===== src/rtl/tmds_encoder_multi.sv =====
// NUM_CH-lane TMDS encoder (video 8b/10b, control, TERC4, guard band), each lane with its own disparity.
// Two-register pipeline, fixed 2 PIXCLK latency, one symbol per lane per cycle, never stalls.
module tmds_encoder_multi #(
  parameter int NUM_CH = 3
) (
  input  logic                 PIXCLK,
  input  logic                 RST,
  input  logic [1:0]           MODE,
  input  logic [8*NUM_CH-1:0]  DATA,
  input  logic [2*NUM_CH-1:0]  CTRL,
  input  logic [4*NUM_CH-1:0]  AUX,
  output logic [10*NUM_CH-1:0] TMDSencDATA,
  output logic                 VALID
);

  localparam logic [1:0] MODE_CTRL  = 2'b00;
  localparam logic [1:0] MODE_VIDEO = 2'b01;
  localparam logic [1:0] MODE_TERC4 = 2'b10;
  localparam logic [1:0] MODE_GUARD = 2'b11;

  function automatic logic [3:0] popcount8(input logic [7:0] v);
    logic [3:0] s;
    s = '0;
    for (int i = 0; i < 8; i++) s = s + {3'b000, v[i]};
    return s;
  endfunction

  function automatic logic [9:0] ctrl_sym(input logic [1:0] c);
    case (c)
      2'b00: return 10'b1101010100;
      2'b01: return 10'b0010101011;
      2'b10: return 10'b0101010100;
      2'b11: return 10'b1010101011;
    endcase
  endfunction

  function automatic logic [9:0] terc4_sym(input logic [3:0] a);
    case (a)
      4'h0: return 10'b1010011100;
      4'h1: return 10'b1001100011;
      4'h2: return 10'b1011100100;
      4'h3: return 10'b1011100010;
      4'h4: return 10'b0101110001;
      4'h5: return 10'b0100011110;
      4'h6: return 10'b0110001110;
      4'h7: return 10'b0100111100;
      4'h8: return 10'b1011001100;
      4'h9: return 10'b0100111001;
      4'hA: return 10'b0110011100;
      4'hB: return 10'b1011000110;
      4'hC: return 10'b1010001110;
      4'hD: return 10'b1001110001;
      4'hE: return 10'b0101100011;
      4'hF: return 10'b1011000011;
    endcase
  endfunction

  logic [1:0] mode_s1;
  logic       valid_s1;

  // After reset stage 1 holds MODE_CTRL/CTRL=00, so stage 2 keeps emitting control code 00.
  always_ff @(posedge PIXCLK) begin
    if (RST) begin
      mode_s1  <= MODE_CTRL;
      valid_s1 <= 1'b0;
      VALID    <= 1'b0;
    end else begin
      mode_s1  <= MODE;
      valid_s1 <= 1'b1;
      VALID    <= valid_s1;
    end
  end

  for (genvar k = 0; k < NUM_CH; k++) begin : g_lane
    localparam logic [9:0] GUARD = (k % 3 == 1) ? 10'b0100110011 : 10'b1011001100;

    logic [7:0]        d;
    logic [3:0]        n1d;
    logic              flip;
    logic [8:0]        qm_c;
    logic [8:0]        qm;
    logic [3:0]        n1q;
    logic [1:0]        ctrl_s1;
    logic [3:0]        aux_s1;
    logic signed [4:0] cnt;
    logic signed [4:0] cnt_nxt;
    logic signed [4:0] diff;
    logic [9:0]        sym;
    logic [9:0]        sym_q;

    assign d = DATA[8*k +: 8];

    always_comb begin
      n1d     = popcount8(d);
      flip    = (n1d > 4'd4) || (n1d == 4'd4 && !d[0]);
      qm_c    = '0;
      qm_c[0] = d[0];
      for (int i = 1; i < 8; i++) qm_c[i] = flip ? ~(qm_c[i-1] ^ d[i]) : (qm_c[i-1] ^ d[i]);
      qm_c[8] = ~flip;
    end

    always_ff @(posedge PIXCLK) begin
      if (RST) begin
        qm      <= '0;
        n1q     <= '0;
        ctrl_s1 <= '0;
        aux_s1  <= '0;
      end else begin
        qm      <= qm_c;
        n1q     <= popcount8(qm_c[7:0]);
        ctrl_s1 <= CTRL[2*k +: 2];
        aux_s1  <= AUX[4*k +: 4];
      end
    end

    // diff = n1q - n0q; every non-video symbol restarts the running disparity at zero.
    always_comb begin
      diff    = signed'({n1q, 1'b0} - 5'd8);
      cnt_nxt = '0;
      sym     = ctrl_sym(ctrl_s1);
      case (mode_s1)
        MODE_VIDEO: begin
          if (cnt == 5'sd0 || n1q == 4'd4) begin
            sym     = {~qm[8], qm[8], qm[8] ? qm[7:0] : ~qm[7:0]};
            cnt_nxt = qm[8] ? cnt + diff : cnt - diff;
          end else if ((!cnt[4] && n1q > 4'd4) || (cnt[4] && n1q < 4'd4)) begin
            sym     = {1'b1, qm[8], ~qm[7:0]};
            cnt_nxt = cnt + (qm[8] ? 5'sd2 : 5'sd0) - diff;
          end else begin
            sym     = {1'b0, qm[8], qm[7:0]};
            cnt_nxt = cnt - (qm[8] ? 5'sd0 : 5'sd2) + diff;
          end
        end
        MODE_CTRL:  sym = ctrl_sym(ctrl_s1);
        MODE_TERC4: sym = terc4_sym(aux_s1);
        MODE_GUARD: sym = GUARD;
      endcase
    end

    always_ff @(posedge PIXCLK) begin
      if (RST) begin
        cnt   <= '0;
        sym_q <= 10'b1101010100;
      end else begin
        cnt   <= cnt_nxt;
        sym_q <= sym;
      end
    end

    assign TMDSencDATA[10*k +: 10] = sym_q;
  end

endmodule


===== config.mk =====
export PLATFORM = sky130hd
export DESIGN_NAME = tmds_encoder_multi
export DESIGN_NICKNAME = d
export VERILOG_FILES = /design/src/rtl/tmds_encoder_multi.sv
export SDC_FILE = /design/constraint.sdc
export NUM_CORES = 1
export LEC_CHECK = 0
export CAP_MARGIN = 15
export CORE_MARGIN = 2
export CORE_UTILIZATION = 45
export DETAILED_ROUTE_END_ITERATION = 10
export MAX_ROUTING_LAYER = met4
export PLACE_DENSITY = 0.75
export SETUP_SLACK_MARGIN = 0.3
export SKIP_LAST_GASP = 1
export SLEW_MARGIN = 10
export SYNTH_ARGS = -nofsm -noshare
export SYNTH_HDL_FRONTEND = slang
export SYNTH_SLANG_ARGS = --single-unit

===== constraint.sdc =====
create_clock -name PIXCLK -period 14.2 [get_ports PIXCLK]
set_clock_uncertainty 0.2 [all_clocks]
set_input_delay 2.84 -clock PIXCLK [delete_from_list [all_inputs] [get_ports PIXCLK]]
set_output_delay 2.84 -clock PIXCLK [all_outputs]
set_load 0.1 [all_outputs]

==> out/metrics.csv, run 1 <==
metric;value;unit
p_switching;0.820;mW
grt_antenna_before_repair;0;
syn_to_final_growth;19.3;%
synth_nets;1058;
hold_viol;0;
r2r_start;g_lane[0].qm[8];
stdcell_area;9530;µm²
design.core.area;17400;µm²
synth_top_area_cell;dfxtp_1;
status;finished, final reports clean;
die_h;137;µm
syn-instance-count;877;
routedWlPerCell;14.5;µm
die_area;18800;µm²
diodes;0;
internal-power;1.13;mW
crit_type;input pin to flop;
cts-root-buf;clkbuf_16;
yosysWarnings;0;
layout-drive-gt1-share;6.05;%
worstPathCellList;clkdlybuf4s50_1 -> inv_1 -> fa_1 -> fa_1 -> fa_1 -> inv_1 -> ha_1 -> fa_1 -> nor3b_1 -> o21ai_0 -> a21oi_1 -> xor2_1 -> fa_1 -> fa_1 -> inv_1 -> fa_1 -> ha_1 -> inv_1 -> fa_1 -> xor2_1 -> nor2_1;
cp_slowest_cell;clkdlybuf4s50_1;
dp_slack;4650;ps
layout_commonest_cell;dfxtp_1;
grt.total_usage;20.1;%
p_leak;4.34;nW
arrival;9270;ps
relSlewSlack;32.9;%
viasPerCell;5.04;
grt_pass1_vias;5933;
initial_core_util;46.0;%
period_needed;9190;ps
fin_nets;1128;
htreeDepth;4;
holdPathEnd;VALID;
ir_drop;117;µV
place.port_buffers;76;
fillCellCount;1529;
end_kind;flop;
clock-sinks;121;
hold-path-cell-count;1;
crit_buf_inv;5;
first_pass_iters;4;
cp_top_family;adder cells;
hp-start;valid_s1;
worstPathMaxFanout;5;
hp-class;flop to flop;
postCtsSetupRepairBufs;0;
synthTopCellsByArea;dfxtp_1 (30%), ha_1 (15%), fa_1 (9.8%), xnor2_1 (5.9%), inv_1 (5.5%);
clk_pin_slew;60;ps
syn_area;7990;µm²
cts_tree;done;
grt-ovfl-total;0;
sw_frac_of_total;42.1;%
worstSkewPairLatency;420;ps
antenna_left;0;
hold_ws;239;ps
grt_max_degree;72;
grt_pass1_wl;28.3;mm
top_level_ports;77;
cellPowerDensity;204;nW/µm²
rr_worst_depth;10;
timing.fmax;109;MHz
placed_area;8950;µm²
cts_buffers;17;
ys_seq_area_share;30.3;%
cts_hold_buf;0;
regArea;2420;µm²
postSynthAreaPerCell;9.11;µm²
rsz0062_at_grt;no;
wl;17.2;mm
setup_violations;0;
max_stage_delay;580;ps
cts_resized;0;
die-width;137;µm
gp_congestion;0.926;
clock_power_share;21.8;%
vias;5973;
multi_input_area;5020;µm²
ys_ff_latch;121;
drv_slew;0;
drt-initial-drc-count;286;
ctsLongestPathBuffers;2;
r2r_end;g_lane[0].cnt[4];
ys_types;43;
r2r_slack;11220;ps
tightest_slew;1000;ps
timing.final.crit_share;64.8;%
worstPathRequired;14280;ps
synth_top_area_share;30.3;%
rows;48;
seq_power_share;22.9;%
layout_setup_ws;5010;ps
power_frac_comb;55.3;%
cp-start-kind;input pin;
final_cell_mix;dfxtp_1 (121), inv_1 (118), ha_1 (96);
drc;0;
maxCapViolCount;0;
setup_tns;0;ps
fin_util;54.9;%
cp_common_cell;fa_1;
dp_hpwl;13.0;mm
## power by group through the flow
| stage | Combinational, mW | Sequential [mW] | Clock (mW) |
|---|---|---|---|
| 2_1_floorplan | 0.781 | 0.527 | 0 |
| 3_3_place_gp | 1.05 | 0.452 | 0 |
| 3_5_place_dp | 1.08 | 0.452 | 0 |
| 4_1_cts | 1.09 | 0.446 | 0.429 |
| 5_1_grt | 1.23 | 0.453 | 0.445 |
| 6_report | 1.08 | 0.445 | 0.425 |
## worst max-delay path by stage
| stage | startpoint | endpoint | slack (ps) | cells after the start |
|---|---|---|---|---|
| CTS | DATA[0] | g_lane[0].n1q[2] | 5070 | 21 |
| detailed placement | DATA[0] | g_lane[0].n1q[2] | 4650 | 21 |
| global route | DATA[0] | g_lane[0].n1q[2] | 4680 | 21 |
| global placement | DATA[0] | g_lane[0].n1q[2] | 4880 | 21 |
| floorplan | DATA[8] | g_lane[1].n1q[2] | 5680 | 20 |
| finish | DATA[0] | g_lane[0].n1q[2] | 5010 | 21 |
## area by class of cell
| class | instances | share of cell area, % |
|---|---|---|
| multi-input combinational | 610 | 52.7 |
| clock inverter | 13 | 1.52 |
| sequential | 121 | 25.4 |
| inverter | 118 | 4.65 |
| tap | 225 | 2.95 |
| timing repair buffer | 79 | 8.17 |
| clock buffer | 18 | 4.61 |
## Yosys cell counts, drive strengths merged
cell,n
nand2,54
nor3b,6
nand3b,2
mux2,5
nor4,3
a21oi,57
xor2,31
o221a,1
mux2i,19
a21o,12
clkbuf,23
xnor2,58
ha,96
buf,5
a31oi,6
o2bb2ai,2
and3,3
o21ai,28
a311oi,9
a211oi,4
or2,4
o21bai,3
fa,39
and2,11
o211ai,7
nor2b,19
inv,118
a21boi,2
o22a,1
o22ai,26
nor2,81
xnor3,1
nand2b,4
dfxtp,121
or4,1
or3,5
a22oi,5
nor3,5
## metal layers
| metal | share of wire [%] | vias to the layer above | wire [µm] | global-route usage (%) |
|---|---|---|---|---|
| li1 | - | 3006 | - | - |
| met1 | 46 | 2807 | 7860 | 24.5 |
| met2 | 47 | 134 | 8110 | 32.6 |
| met3 | 4.8 | 26 | 826 | 4.38 |
| met4 | 2.1 | 0 | 360 | 7.33 |
| met5 | 0 | - | 0 | - |
## through the flow
stage | power [mW] | cells
after detailed placement | 1.53 | 1153
after global placement | 1.50 | 1153
final | 1.95 | 1184
after global routing | 2.13 | 1184
after CTS | 1.96 | 1184
after floorplan | 1.31 | 877
## cells by family after synthesis
kind of cell	after synthesis	share of synthesized area (%)
flip-flops	121	30.3
adder cells (fa/ha/maj)	135	24.8
multiplexers	24	3.55
AO/OA/AOI/OAI	163	12.5
buffers and inverters	146	6.86
AND/OR/NAND/NOR	198	11.4
XOR/XNOR	90	10.6
Power figures use the tool's default switching activity.
==> run 2: changes to the inputs <==
- clock period: 14.2 -> 9.15 ns (I/O delays scaled with it)
==> run 2 against run 1 <==
  * Critical endpoint unchanged
  * Final cell count about the same
  * Combinational power is 56% higher
  * Largest power group unchanged
  * Routed wire length grew 0.85%
  * Core utilization about the same
  * Sequential power rose by 56%
  * Hold slack about the same
  * Setup slack got worse by 4000 ps
==> out/metrics.csv, run 2 (synthesized netlist as in run 1, its figures left out) <==
metric;value;unit;change
status;finished, final reports clean;;
multi_input_area;5020;µm²;unchanged
die_area;18800;µm²;unchanged
drt-initial-drc-count;346;;+21%
grt-ovfl-total;0;;unchanged
vias;5955;;-0.30%
timing.final.crit_share;89.0;%;
grt_antenna_before_repair;0;;unchanged
cts_tree;done;;
grt.total_usage;20.1;%;+0.074 points
cts_hold_buf;0;;unchanged
grt_pass1_vias;5941;;+0.13%
rr_worst_depth;10;;unchanged
final_cell_mix;dfxtp_1 (121), inv_1 (118), ha_1 (96);;
cts-root-buf;clkbuf_16;;
hp-class;flop to flop;;
diodes;0;;unchanged
arrival;8210;ps;-1060 ps
timing.fmax;123;MHz;
tightest_slew;1000;ps;-1.04 ps
rows;48;;unchanged
fin_util;54.9;%;about the same
die_h;137;µm;unchanged
stdcell_area;9530;µm²;about the same
clock-sinks;121;;unchanged
dp_hpwl;13.3;mm;+1.9%
period_needed;8140;ps;
drc;0;;unchanged
ctsLongestPathBuffers;2;;unchanged
postCtsSetupRepairBufs;0;;unchanged
cts_resized;0;;unchanged
viasPerCell;5.03;;-0.39%
grt_pass1_wl;28.3;mm;-0.17%
layout_commonest_cell;dfxtp_1;;
grt_max_degree;72;;unchanged
crit_type;input pin to flop;;
placed_area;8950;µm²;unchanged
syn_to_final_growth;19.3;%;about the same
worstPathRequired;9220;ps;-5060 ps
rsz0062_at_grt;no;;
routedWlPerCell;14.6;µm;+0.77%
worstPathMaxFanout;5;;unchanged
antenna_left;0;;unchanged
regArea;2420;µm²;unchanged
relSlewSlack;32.9;%;+0.070 points
end_kind;flop;;
fin_nets;1128;;unchanged
top_level_ports;77;;unchanged
die-width;137;µm;unchanged
ir_drop;200;µV;+70%
htreeDepth;4;;unchanged
cp-start-kind;input pin;;
p_leak;4.34;nW;+0.18%
fillCellCount;1534;;+0.33%
design.core.area;17400;µm²;unchanged
wl;17.3;mm;+0.85%
clk_pin_slew;50;ps;about the same
hold-path-cell-count;1;;unchanged
worstSkewPairLatency;420;ps;about the same
initial_core_util;46.0;%;unchanged
cellPowerDensity;319;nW/µm²;+56%
cts_buffers;17;;unchanged
gp_congestion;0.926;;about the same
place.port_buffers;76;;unchanged
maxCapViolCount;0;;unchanged
setup_violations;0;;unchanged
first_pass_iters;4;;unchanged
layout-drive-gt1-share;5.94;%;-0.11 points
hold_viol;0;;unchanged
drv_slew;0;;unchanged
setup_tns;0;ps;unchanged
[run 2: cell types whose count changed in the layout (fill, tap and decap cells not counted)]
cell / delta
bufinv_16: +1
clkbuf_1: +2
clkbuf_8: -1
clkinv_2: +4
clkinv_4: -3
clkinvlp_4: -1
inv_6: -1
[run 2: worst paths after layout]
path | from | slack, ps | endpoint
max reg2reg | g_lane[0].qm[8] | 6160 | g_lane[0].cnt[4]
min reg2reg | valid_s1 | 240 | VALID
max | DATA[0] | 1010 | g_lane[0].n1q[2]
min | valid_s1 | 240 | VALID
[run 2: layout make-up]
class	instances	share of cell area, %
multi-input cells	610	52.7
clock buffers	19	4.54
well taps	225	2.95
inverters	118	4.65
clock inverters	13	1.60
repair buffers	79	8.16
flip-flops and latches	121	25.4
[run 2: critical path, stage by stage]
cell and delay (ps):
clkdlybuf4s50_1 580, inv_1 160, fa_1 570, fa_1 420, fa_1 490, inv_1 40
ha_1 190, fa_1 430, nor3b_1 270, o21ai_0 130, a21oi_1 460, xor2_1 320
fa_1 500, fa_1 510, inv_1 50, fa_1 470, ha_1 160, inv_1 50
fa_1 380, xor2_1 140, nor2_1 50
[run 2: through the flow]
step | hold slack, ps | power (mW) | setup slack, ps | std cells
5_1_grt | 262 | 3.32 | 684 | 1185
3_5_place_dp | 229 | 2.39 | 570 | 1153
6_report | 239 | 3.04 | 1010 | 1185
3_3_place_gp | 228 | 2.33 | 844 | 1153
4_1_cts | 243 | 3.07 | 1010 | 1185
2_1_floorplan | 214 | 2.03 | 1640 | 877
[run 2: routing by layer]
metal | share of wire, % | track usage, % | up-vias
met4 | 1.2 | 6.87 | 0
met1 | 44 | 24.5 | 2789
met5 | 0 | - | -
met3 | 5.4 | 4.42 | 16
met2 | 49 | 33.1 | 141
li1 | - | - | 3009
[run 2: report_power, final]
| group | internal (mW) | switching, mW | total (mW) |
|---|---|---|---|
| logic | 0.718 | 0.968 | 1.69 |
| registers | 0.628 | 0.0650 | 0.693 |
| clock network | 0.425 | 0.237 | 0.662 |
